`src/rtl/atm_txn_ctrl_pkg.sv`:
```
// Shared definitions for the ATM session controller: FSM states, status codes,
// account-word field layout and default limits.
package atm_txn_ctrl_pkg;

    localparam int NUM_ACC_DEF     = 5;
    localparam int MAX_TRIES_DEF   = 3;
    localparam int MAX_WD_DEF      = 500;
    localparam int TIMEOUT_CYC_DEF = 1024;

    localparam int ADDR_W   = 5;
    localparam int LOCK_BIT = 31;
    localparam int PIN_MSB  = 13;
    localparam int PIN_LSB  = 10;
    localparam int BAL_MSB  = 9;
    localparam int BAL_LSB  = 0;
    localparam int PIN_W    = PIN_MSB - PIN_LSB + 1;
    localparam int BAL_W    = BAL_MSB - BAL_LSB + 1;

    typedef enum logic [3:0] {
        ST_IDLE,
        ST_FETCH_ADDR,
        ST_FETCH_DATA,
        ST_WAIT_PIN,
        ST_LOCK,
        ST_MENU,
        ST_DEBIT,
        ST_EJECT
    } atm_state_t;

    typedef enum logic [2:0] {
        STAT_OK      = 3'd0,
        STAT_BAD_PIN = 3'd1,
        STAT_LOCKED  = 3'd2,
        STAT_INSUFF  = 3'd3,
        STAT_BAD_AMT = 3'd4,
        STAT_BAD_ACC = 3'd5,
        STAT_TIMEOUT = 3'd6
    } atm_status_t;

    function automatic logic [PIN_W-1:0] word_pin(input logic [31:0] w);
        return w[PIN_MSB:PIN_LSB];
    endfunction

    function automatic logic [BAL_W-1:0] word_bal(input logic [31:0] w);
        return w[BAL_MSB:BAL_LSB];
    endfunction

endpackage

```
`src/rtl/atm_idle_timer.sv`:
```
// Inactivity down-counter: reloads on clear, counts while enabled, and flags the
// cycle that completes TIMEOUT_CYC consecutive enabled cycles.
module atm_idle_timer #(
    parameter int TIMEOUT_CYC = 1024
) (
    input  logic clk,
    input  logic rst,
    input  logic clear,
    input  logic en,
    output logic expired
);
    localparam int CNT_W = $clog2(TIMEOUT_CYC + 1);

    logic [CNT_W-1:0] cnt;

    always_ff @(posedge clk) begin
        if (rst) begin
            cnt <= '0;
        end else if (clear) begin
            cnt <= CNT_W'(TIMEOUT_CYC);
        end else if (en && cnt != '0) begin
            cnt <= cnt - CNT_W'(1);
        end
    end

    assign expired = en && !clear && (cnt == CNT_W'(1));

endmodule

```
`src/rtl/atm_txn_ctrl.sv`:
```
// ATM session controller: fetches the card's account word, checks the PIN with
// lockout, serves inquiries and withdrawals, and writes debited balances back.
//
// state      | meaning
// IDLE       | no session, waiting for a card insertion edge
// FETCH_ADDR | account address on acc_addr, RAM read in flight
// FETCH_DATA | acc_info valid, shadow copy captured
// WAIT_PIN   | waiting for PIN entry
// LOCK       | lock_acc pulse on the bus
// MENU       | authenticated, serving requests
// DEBIT      | update pulse on the bus, dispense issued next
// EJECT      | session ended, waiting for card removal
module atm_txn_ctrl
    import atm_txn_ctrl_pkg::*;
#(
    parameter int NUM_ACC     = NUM_ACC_DEF,
    parameter int MAX_TRIES   = MAX_TRIES_DEF,
    parameter int MAX_WD      = MAX_WD_DEF,
    parameter int TIMEOUT_CYC = TIMEOUT_CYC_DEF
) (
    input  logic              clk,
    input  logic              rst,
    input  logic              card_valid,
    input  logic [ADDR_W-1:0] card_acc,
    input  logic              pin_valid,
    input  logic [PIN_W-1:0]  pin_digits,
    input  logic              req_valid,
    input  logic              req_wd,
    input  logic [BAL_W-1:0]  req_amt,
    input  logic [31:0]       acc_info,
    output logic [ADDR_W-1:0] acc_addr,
    output logic              lock_acc,
    output logic              update,
    output logic [BAL_W-1:0]  balance,
    output logic              dispense,
    output logic [BAL_W-1:0]  disp_amt,
    output logic [BAL_W-1:0]  bal_out,
    output logic [2:0]        status,
    output logic              status_vld,
    output logic              busy
);
    localparam int TRY_W = $clog2(MAX_TRIES + 1);
    localparam logic [ADDR_W-1:0] LAST_ACC = ADDR_W'(NUM_ACC - 1);
    localparam logic [BAL_W-1:0]  MAX_AMT  = BAL_W'(MAX_WD);

    atm_state_t        state, state_nxt;
    logic              card_q;
    logic [PIN_W-1:0]  shadow_pin, pin_nxt;
    logic [BAL_W-1:0]  shadow_bal, sbal_nxt;
    logic [BAL_W-1:0]  amt_q, amt_nxt;
    logic [TRY_W-1:0]  tries, tries_nxt, tries_inc;
    logic [ADDR_W-1:0] acc_addr_nxt;
    logic              lock_nxt, update_nxt, dispense_nxt, status_vld_nxt;
    logic [BAL_W-1:0]  balance_nxt, disp_amt_nxt, bal_out_nxt;
    logic [2:0]        status_nxt;

    logic card_rise, in_wait, strobe, timer_clear, timer_en, timer_expired;
    logic unused_word_bits;

    assign card_rise   = card_valid && !card_q;
    assign in_wait     = (state == ST_WAIT_PIN) || (state == ST_MENU);
    assign strobe      = pin_valid || req_valid;
    assign timer_clear = strobe || !in_wait;
    assign timer_en    = in_wait;
    assign tries_inc   = tries + TRY_W'(1);
    assign busy        = (state != ST_IDLE);

    assign unused_word_bits = ^acc_info[LOCK_BIT-1:PIN_MSB+1];

    atm_idle_timer #(.TIMEOUT_CYC(TIMEOUT_CYC)) u_idle_timer (
        .clk    (clk),
        .rst    (rst),
        .clear  (timer_clear),
        .en     (timer_en),
        .expired(timer_expired)
    );

    always_ff @(posedge clk) begin
        if (rst) begin
            state      <= ST_IDLE;
            card_q     <= 1'b0;
            shadow_pin <= '0;
            shadow_bal <= '0;
            amt_q      <= '0;
            tries      <= '0;
            acc_addr   <= '0;
            lock_acc   <= 1'b0;
            update     <= 1'b0;
            balance    <= '0;
            dispense   <= 1'b0;
            disp_amt   <= '0;
            bal_out    <= '0;
            status     <= '0;
            status_vld <= 1'b0;
        end else begin
            state      <= state_nxt;
            card_q     <= card_valid;
            shadow_pin <= pin_nxt;
            shadow_bal <= sbal_nxt;
            amt_q      <= amt_nxt;
            tries      <= tries_nxt;
            acc_addr   <= acc_addr_nxt;
            lock_acc   <= lock_nxt;
            update     <= update_nxt;
            balance    <= balance_nxt;
            dispense   <= dispense_nxt;
            disp_amt   <= disp_amt_nxt;
            bal_out    <= bal_out_nxt;
            status     <= status_nxt;
            status_vld <= status_vld_nxt;
        end
    end

    always_comb begin
        state_nxt      = state;
        pin_nxt        = shadow_pin;
        sbal_nxt       = shadow_bal;
        amt_nxt        = amt_q;
        tries_nxt      = tries;
        acc_addr_nxt   = acc_addr;
        lock_nxt       = 1'b0;
        update_nxt     = 1'b0;
        dispense_nxt   = 1'b0;
        status_vld_nxt = 1'b0;
        balance_nxt    = balance;
        disp_amt_nxt   = disp_amt;
        bal_out_nxt    = bal_out;
        status_nxt     = status;

        // Card removal wins over strobes, except that a written debit always pays out.
        if (state != ST_IDLE && state != ST_DEBIT && !card_valid) begin
            state_nxt = ST_IDLE;
        end else begin
            unique case (state)
                ST_IDLE: begin
                    if (card_rise) begin
                        if (card_acc > LAST_ACC) begin
                            status_nxt     = STAT_BAD_ACC;
                            status_vld_nxt = 1'b1;
                            state_nxt      = ST_EJECT;
                        end else begin
                            acc_addr_nxt = card_acc;
                            tries_nxt    = '0;
                            state_nxt    = ST_FETCH_ADDR;
                        end
                    end
                end
                ST_FETCH_ADDR: state_nxt = ST_FETCH_DATA;
                ST_FETCH_DATA: begin
                    pin_nxt  = word_pin(acc_info);
                    sbal_nxt = word_bal(acc_info);
                    if (acc_info[LOCK_BIT]) begin
                        status_nxt     = STAT_LOCKED;
                        status_vld_nxt = 1'b1;
                        state_nxt      = ST_EJECT;
                    end else begin
                        bal_out_nxt = word_bal(acc_info);
                        state_nxt   = ST_WAIT_PIN;
                    end
                end
                ST_WAIT_PIN: begin
                    if (pin_valid) begin
                        status_vld_nxt = 1'b1;
                        if (pin_digits == shadow_pin) begin
                            status_nxt = STAT_OK;
                            state_nxt  = ST_MENU;
                        end else begin
                            tries_nxt = tries_inc;
                            if (tries_inc >= TRY_W'(MAX_TRIES)) begin
                                lock_nxt   = 1'b1;
                                status_nxt = STAT_LOCKED;
                                state_nxt  = ST_LOCK;
                            end else begin
                                status_nxt = STAT_BAD_PIN;
                            end
                        end
                    end else if (timer_expired) begin
                        status_nxt     = STAT_TIMEOUT;
                        status_vld_nxt = 1'b1;
                        state_nxt      = ST_EJECT;
                    end
                end
                ST_LOCK: state_nxt = ST_EJECT;
                ST_MENU: begin
                    if (req_valid) begin
                        if (!req_wd) begin
                            status_nxt     = STAT_OK;
                            status_vld_nxt = 1'b1;
                        end else if (req_amt == '0 || req_amt > MAX_AMT) begin
                            status_nxt     = STAT_BAD_AMT;
                            status_vld_nxt = 1'b1;
                        end else if (req_amt > shadow_bal) begin
                            status_nxt     = STAT_INSUFF;
                            status_vld_nxt = 1'b1;
                        end else begin
                            balance_nxt = shadow_bal - req_amt;
                            update_nxt  = 1'b1;
                            amt_nxt     = req_amt;
                            state_nxt   = ST_DEBIT;
                        end
                    end else if (timer_expired) begin
                        status_nxt     = STAT_TIMEOUT;
                        status_vld_nxt = 1'b1;
                        state_nxt      = ST_EJECT;
                    end
                end
                ST_DEBIT: begin
                    dispense_nxt   = 1'b1;
                    disp_amt_nxt   = amt_q;
                    sbal_nxt       = balance;
                    bal_out_nxt    = balance;
                    status_nxt     = STAT_OK;
                    status_vld_nxt = 1'b1;
                    state_nxt      = card_valid ? ST_MENU : ST_IDLE;
                end
                ST_EJECT: state_nxt = ST_EJECT;
                default:  state_nxt = ST_IDLE;
            endcase
        end
    end

endmodule

```
`config.mk`:
```
export PLATFORM = sky130hd
export DESIGN_NAME = atm_txn_ctrl
export DESIGN_NICKNAME = d
export VERILOG_FILES = /design/src/rtl/atm_txn_ctrl_pkg.sv /design/src/rtl/atm_idle_timer.sv /design/src/rtl/atm_txn_ctrl.sv
export SDC_FILE = /design/constraint.sdc
export NUM_CORES = 1
export LEC_CHECK = 0
export BUFFER_PORTS_ARGS = -buffer_cell sky130_fd_sc_hd__buf_2
export CAP_MARGIN = 5
export CORE_UTILIZATION = 50
export DETAILED_ROUTE_END_ITERATION = 7
export HOLD_SLACK_MARGIN = 0.06
export PLACE_DENSITY_LB_ADDON = 0.05
export SETUP_SLACK_MARGIN = 0.15
export SLEW_MARGIN = 25
export SYNTH_ARGS = -nofsm -noshare
export SYNTH_HDL_FRONTEND = slang
export SYNTH_SLANG_ARGS = --single-unit
```
`constraint.sdc`:
```
create_clock -name clk -period 2.8 [get_ports clk]
set_input_delay 0.42 -clock clk [delete_from_list [all_inputs] [get_ports clk]]
set_output_delay 0.42 -clock clk [all_outputs]
set_load 0.05 [all_outputs]
```
# ---- Word level (Yosys, flattened, before mapping)
# Index checks and enable logic that the tools add are counted.
dict set report classes {
  addsub 3
  n_lt_le_gt_ge 4
  n_eq_ne 22
  n_mux 48
  bitwise 9
  reduce_logical 36
}
# operator count
set ops {}
lappend ops {{case mux 10 bit (2 select lines)} 2}
lappend ops {{two-way mux 3 bit} 12}
lappend ops {{two-way mux 4 bit} 9}
lappend ops {{case mux 4 bit (7 select lines)} 1}
lappend ops {{two-way mux 11 bit} 2}
lappend ops {{AND reduction 6 bit} 3}
lappend ops {{== test 4 x 3 -> 1 bit, second input constant} 4}
lappend ops {{case mux 3 bit (5 select lines)} 1}
lappend ops {{!= test 2 bit, second input constant} 7}
lappend ops {{two-way mux 1 bit} 12}
lappend ops {{two-way mux 2 bit} 6}
lappend ops {{== test 11 x 1 -> 1 bit, second input constant} 1}
lappend ops {{nonzero test 11 bit} 1}
lappend ops {{subtractor 11 x 1 -> 11 bit, second input constant} 1}
lappend ops {{greater-than comparator 10 bit} 1}
lappend ops {{greater-than comparator 10 x 9 -> 1 bit, second input constant} 1}
lappend ops {{logical NOT 10 bit} 1}
lappend ops {{two-way mux 10 bit} 1}
lappend ops {{subtractor 10 bit} 1}
lappend ops {{!= test 3 bit, second input constant} 3}
lappend ops {{inverter 1 bit} 9}
lappend ops {{== test 4 x 2 -> 1 bit, second input constant} 2}
lappend ops {{logical AND 1 bit} 6}
lappend ops {{AND reduction 2 bit} 3}
lappend ops {{other kinds (22)} 32}
dict set report word_totals {
  ff_bits 84
  output_inout_bits 43
  elab_cells 139
}

# ---- Depth between registers and ports, before layout
dict set report depth {
  ltp_word 10
  mapped_depth 11
  depth_no_buf 10
}

# ---- Modules after synthesis
# From an unflattened synthesis, not the netlist that was laid out.
dict set report hier_totals {
  cells_unflattened 506
  area_unflattened_um2 4281.6
}
# mod instances cells_each area_per_inst_um2 seq_area_each_um2
set by_module_without_submodules {}
lappend by_module_without_submodules {atm_txn_ctrl 1 430 3647.2 1461.4}
lappend by_module_without_submodules {atm_idle_timer 1 76 634.4 220.2}

# ---- Least setup slack after synthesis
# OpenSTA, ideal clock, no wires.
dict set report synth_path {
  kind {input to register}
  startpoint {in req_amt[0]}
  endpoint {reg status[2]}
  arrival_ns 2.463
  required_time_ns 2.709
  setup_slack_ns 0.246
  stages 9
  path_buffers 0
  cell_sequence {ha_1 > inv_1 > fa_1 > a211oi_1 > o21ai_0 > a221oi_2 > o31a_2 > a21oi_1 > a311oi_1}
}
dict set report synth_between {
  elab_chain_cells 6
}
# item line
set synth_lines {}
lappend synth_lines {{start, declared} atm_txn_ctrl.sv:29} ;# input logic [BAL_W-1:0] req_amt,
lappend synth_lines {{greater-than comparator 10 x 9 -> 1 bit or logical NOT 10 bit (tied branches)} atm_txn_ctrl.sv:189} ;# end else if (req_amt == '0 || req_amt > MAX_AMT) begin
lappend synth_lines {{logical OR 1 bit} atm_txn_ctrl.sv:189}
lappend synth_lines {{two-way mux 3 bit} atm_txn_ctrl.sv:189}
lappend synth_lines {{two-way mux 3 bit} atm_txn_ctrl.sv:186} ;# if (!req_wd) begin
lappend synth_lines {{two-way mux 3 bit} atm_txn_ctrl.sv:185} ;# if (req_valid) begin
lappend synth_lines {{case mux 3 bit (5 select lines)} atm_txn_ctrl.sv:134} ;# unique case (state)
lappend synth_lines {{end signal, assigned} atm_txn_ctrl.sv:109} ;# status <= status_nxt;
lappend synth_lines {{end, declared} atm_txn_ctrl.sv:38} ;# output logic [2:0] status,
# Several ways; a longest one is shown, not always the timed one.
# A chain may end at the register's enable or synchronous reset.

# ---- Final worst setup path
dict set report layout_path {
  startpoint {reg shadow_bal[0]}
  endpoint {reg amt_q[0]}
}
dict set report layout_between {
  elab_chain_cells 3
}
# item line
set layout_lines {}
lappend layout_lines {{start, declared} atm_txn_ctrl.sv:49} ;# logic [BAL_W-1:0] shadow_bal, sbal_nxt;
lappend layout_lines {{start signal, assigned} atm_txn_ctrl.sv:99} ;# shadow_bal <= sbal_nxt;
lappend layout_lines {{greater-than comparator 10 bit} atm_txn_ctrl.sv:192} ;# end else if (req_amt > shadow_bal) begin
lappend layout_lines {{inverter 1 bit (no source line)} -}
lappend layout_lines {{AND reduction 6 bit (no source line)} -}
lappend layout_lines {{end signal, assigned} atm_txn_ctrl.sv:100} ;# amt_q <= amt_nxt;
lappend layout_lines {{end, declared} atm_txn_ctrl.sv:50} ;# logic [BAL_W-1:0] amt_q, amt_nxt;
# No other way between the ends.

==> flow_summary.yaml <==
outcome:
  run_status: "finished clean"
hold_path:
  worst_hold_path_type: "primary input to flip-flop"
setup_path:
  cp_data_arrival_time_ns: 2.74
  setup_crit_start_kind: "flip-flop"
  crit_path_end_kind: "flip-flop"
  worst_path_required_ns: 3.04
  crit_type: "flip-flop to flip-flop"
  timing.critical_path.fanout_max: 9
pwr:
  vdd_drop_max_mv: 0.2300
  total_leakage_power_uw: 0.002218
  power_per_cell_area_mw_per_mm2: 480.9
global_route:
  antenna_found_initial: 0
  grt.met2_usage_pct: 43.07
  overflow: 0
  number_of_global_route_vias_before_repair: 3577
  gr-max-usage-layer: "met2"
  global_route.usage.met1_pct: 29.97
  track_usage_pct: 24.80
  first_pass_grt_wire_length_mm: 16.84
  maximum_number_of_pins_on_one_net_before_global_route_repair: 40
  gr_met3_demand_resource_pct: 6.068
placed_design:
  placed_area_sq_mm: 0.004923
  detailedPlace.worstSlack_ns: -0.1360
  dp.final_hpwl_mm: 7.757
  numPortBuffers: 82
  gp_routability_congestion: 0.8753
synthesis:
  total_number_of_yosys_warnings: 0
  post_synth_instance_area_sq_mm: 0.004228
  dominantRegCellSynth: "sky130_fd_sc_hd__dfxtp_1"
  synthDistinctLibCells: 61
  synthCells: 496
  cell_type_with_the_largest_total_area_after_synthesis: "sky130_fd_sc_hd__dfxtp_1"
  synth_enable_flop_cells: 0
  seq_area_frac_synth_pct: 39.78
  synthesis.nets: 568
  synthesized_area_per_cell_sq_um: 8.524
  ys_seq_elements: 84
  netlist_top_cells_area: "sky130_fd_sc_hd__dfxtp_1 (40%), sky130_fd_sc_hd__nor2_1 (7.4%), sky130_fd_sc_hd__mux2i_1 (5.7%)"
  synthDominantCellAreaShare_pct: 39.78
  synth_async_sr_flop_share_pct: 0
clock_network:
  clock_sinks: 84
  clk_pin_slew_ns: 0.10
  cts_inserted_buffers: 9
  cts_tree: "built"
  cts_root_buf: "sky130_fd_sc_hd__clkbuf_8"
  ctsHoldBuffers: 0
  insertion_delay_ns: 0.37
  cts_buffer_depth: 2
  htree_levels: 3
sta:
  timing.hold.ws_ns: 0.2794
  period_share_pct: 89.33
  timing.clock.skew_ns: 0.01943
  timing_max_transition_violations_final: 0
  achievable-frequency_mhz: 399.8
  number_of_setup_violations_in_the_final_report: 0
  worst-slew-pin-transition_ns: 0.5803
  max_slew_margin_pct: 61.17
  fin_ws_ns: 0.2989
  report.final.hold_viol_count: 0
  rsz0062_at_grt: "false"
  final_period_minus_worst_setup_slack_ns: 2.501
layout:
  layout_cell_area_excl_fill_sq_mm: 0.005204
  mostFrequentLayoutCell: "sky130_fd_sc_hd__dfxtp_1"
  num-fill-cells: 750
  layout_common_cells: "sky130_fd_sc_hd__dfxtp_1 (84), sky130_fd_sc_hd__nor2_1 (83), sky130_fd_sc_hd__buf_2 (82)"
  syn2layout_area_growth_pct: 23.08
  number_of_antenna_repair_diodes: 0
  final_layout_size_suffix_gt1_share_pct: 25.41
  fin_nets: 673
floorplanning:
  num_rows: 33
  starting_density_pct: 51.45
  die_w_microns: 93.96
  die_height_microns: 93.96
  floorplan.die_area_sq_mm: 0.008828
  design.portCount: 100
  core-area_sq_mm: 0.008217
drt:
  first_pass_iters: 4
  wl_mm: 10.34
  first_iter_violations: 138
  routedWlPerCell_microns: 14.55
  detail_route.drc_violations: 0
  postRouteAntennaNets: 0
  vias_per_cell: 5.449
  via_count: 3874
job:
  cap_violations: 0
==> power by group <==
group / leakage, uW / internal [uW] / switching, uW
Sequential: 0.000679 / 1220 / 13.8
Combinational: 0.00144 / 149 / 228
Clock: 0.0000968 / 423 / 473
Total: 0.00222 / 1790 / 715
==> synthesized netlist by cell type, drive strengths merged, types with 2 or more instances <==
master,count
and3b,3
mux2i,24
or3,7
a221oi,11
nor3b,2
a41oi,2
clkbuf,19
nand4b,2
nand3b,3
nand4,5
or2,2
nor2,83
nor2b,12
inv,18
o21ai,13
dfxtp,84
a21oi,27
xnor2,17
nand3,4
and4,2
xor2,4
o211ai,2
o21a,5
nand2,34
buf,7
and3,2
nor4,8
a311oi,3
o31ai,3
nand2b,11
o21bai,3
nor3,28
a21o,2
ha,14
a211oi,11
==> worst max-delay path, cell delays in order, from the launching register on <==
cell	delay [ns]
sky130_fd_sc_hd__dfxtp_1	0.31
sky130_fd_sc_hd__inv_1	0.10
sky130_fd_sc_hd__ha_1	0.17
sky130_fd_sc_hd__inv_1	0.05
sky130_fd_sc_hd__fa_2	0.37
sky130_fd_sc_hd__a211oi_4	0.30
sky130_fd_sc_hd__o21ai_2	0.13
sky130_fd_sc_hd__a221oi_4	0.35
sky130_fd_sc_hd__nor4_4	0.07
sky130_fd_sc_hd__buf_4	0.18
sky130_fd_sc_hd__buf_12	0.14
sky130_fd_sc_hd__mux2i_1	0.14
sky130_fd_sc_hd__nor2_1	0.05
==> sequential cells by signal, summed over array words and instances, names as in the netlist, 5 cells and up <==
name / count
u_idle_timer.cnt: 11
amt_q: 10
bal_out: 10
balance: 10
disp_amt: 10
shadow_bal: 10
acc_addr: 5
==> area by class of cell <==
class                   instances  area (sq um)  share of cell area [%]
multi-input cells             368          2395                   46.02
flip-flops and latches         84          1682                   32.32
repair buffers                120         724.4                   13.92
well taps                     105         131.4                   2.525
clock buffers                   9         123.9                   2.380
clock inverters                 7         80.08                   1.539
inverters                      18         67.56                   1.298
==> metal layers <==
metal  part of all wire, %  up-vias
li1                      -     1961
met1                    43     1793
met2                    50      104
met3                   5.1       16
met4                   1.4        0
met5                     0        -
==> timing repair <==
action,CTS,global route
endpoints found under the setup margin,16,16
setup buffers,0,3
resized for setup,2,6
pin swaps,3,5
==> per-stage QoR <==
step | setup TNS, ns | cells | util [%] | total power [uW]
floorplan | 0 | 496 | - | 1490
global placement | -1.469 | 692 | 59.92 | 1615
detailed placement | -1.454 | 692 | 59.92 | 1619
CTS | 0 | 708 | 62.46 | 2525
global route | 0 | 711 | 63.33 | 2620
finish | 0 | 711 | 63.33 | 2502
==> path summary, 6_finish.rpt <==
kind	slack, ns	start	cells past startpoint	end
hold / removal	0.28	acc_info[10]	3	shadow_pin[0]$_SDFFE_PP0P_
setup / recovery	0.30	shadow_bal[0]$_SDFFE_PP0P_	12	amt_q[0]$_SDFFE_PP0P_
setup reg to reg	0.30	shadow_bal[0]$_SDFFE_PP0P_	12	amt_q[0]$_SDFFE_PP0P_
hold reg to reg	0.45	disp_amt[5]$_SDFFE_PP0P_	2	disp_amt[5]$_SDFFE_PP0P_
==> kinds of logic (layout without fill, tap and decap cells) <==
group	after synthesis	in the layout	synth area share, %
other cells	1	1	0.08870
buf+inv	44	154	4.587
simple gates	211	211	24.65
mux	25	25	5.948
fa+ha+maj	15	15	4.617
flops	84	84	39.78
xor+xnor	21	21	4.350
compound gates	95	95	15.98
No activity file was read; power rests on OpenSTA's default activity.
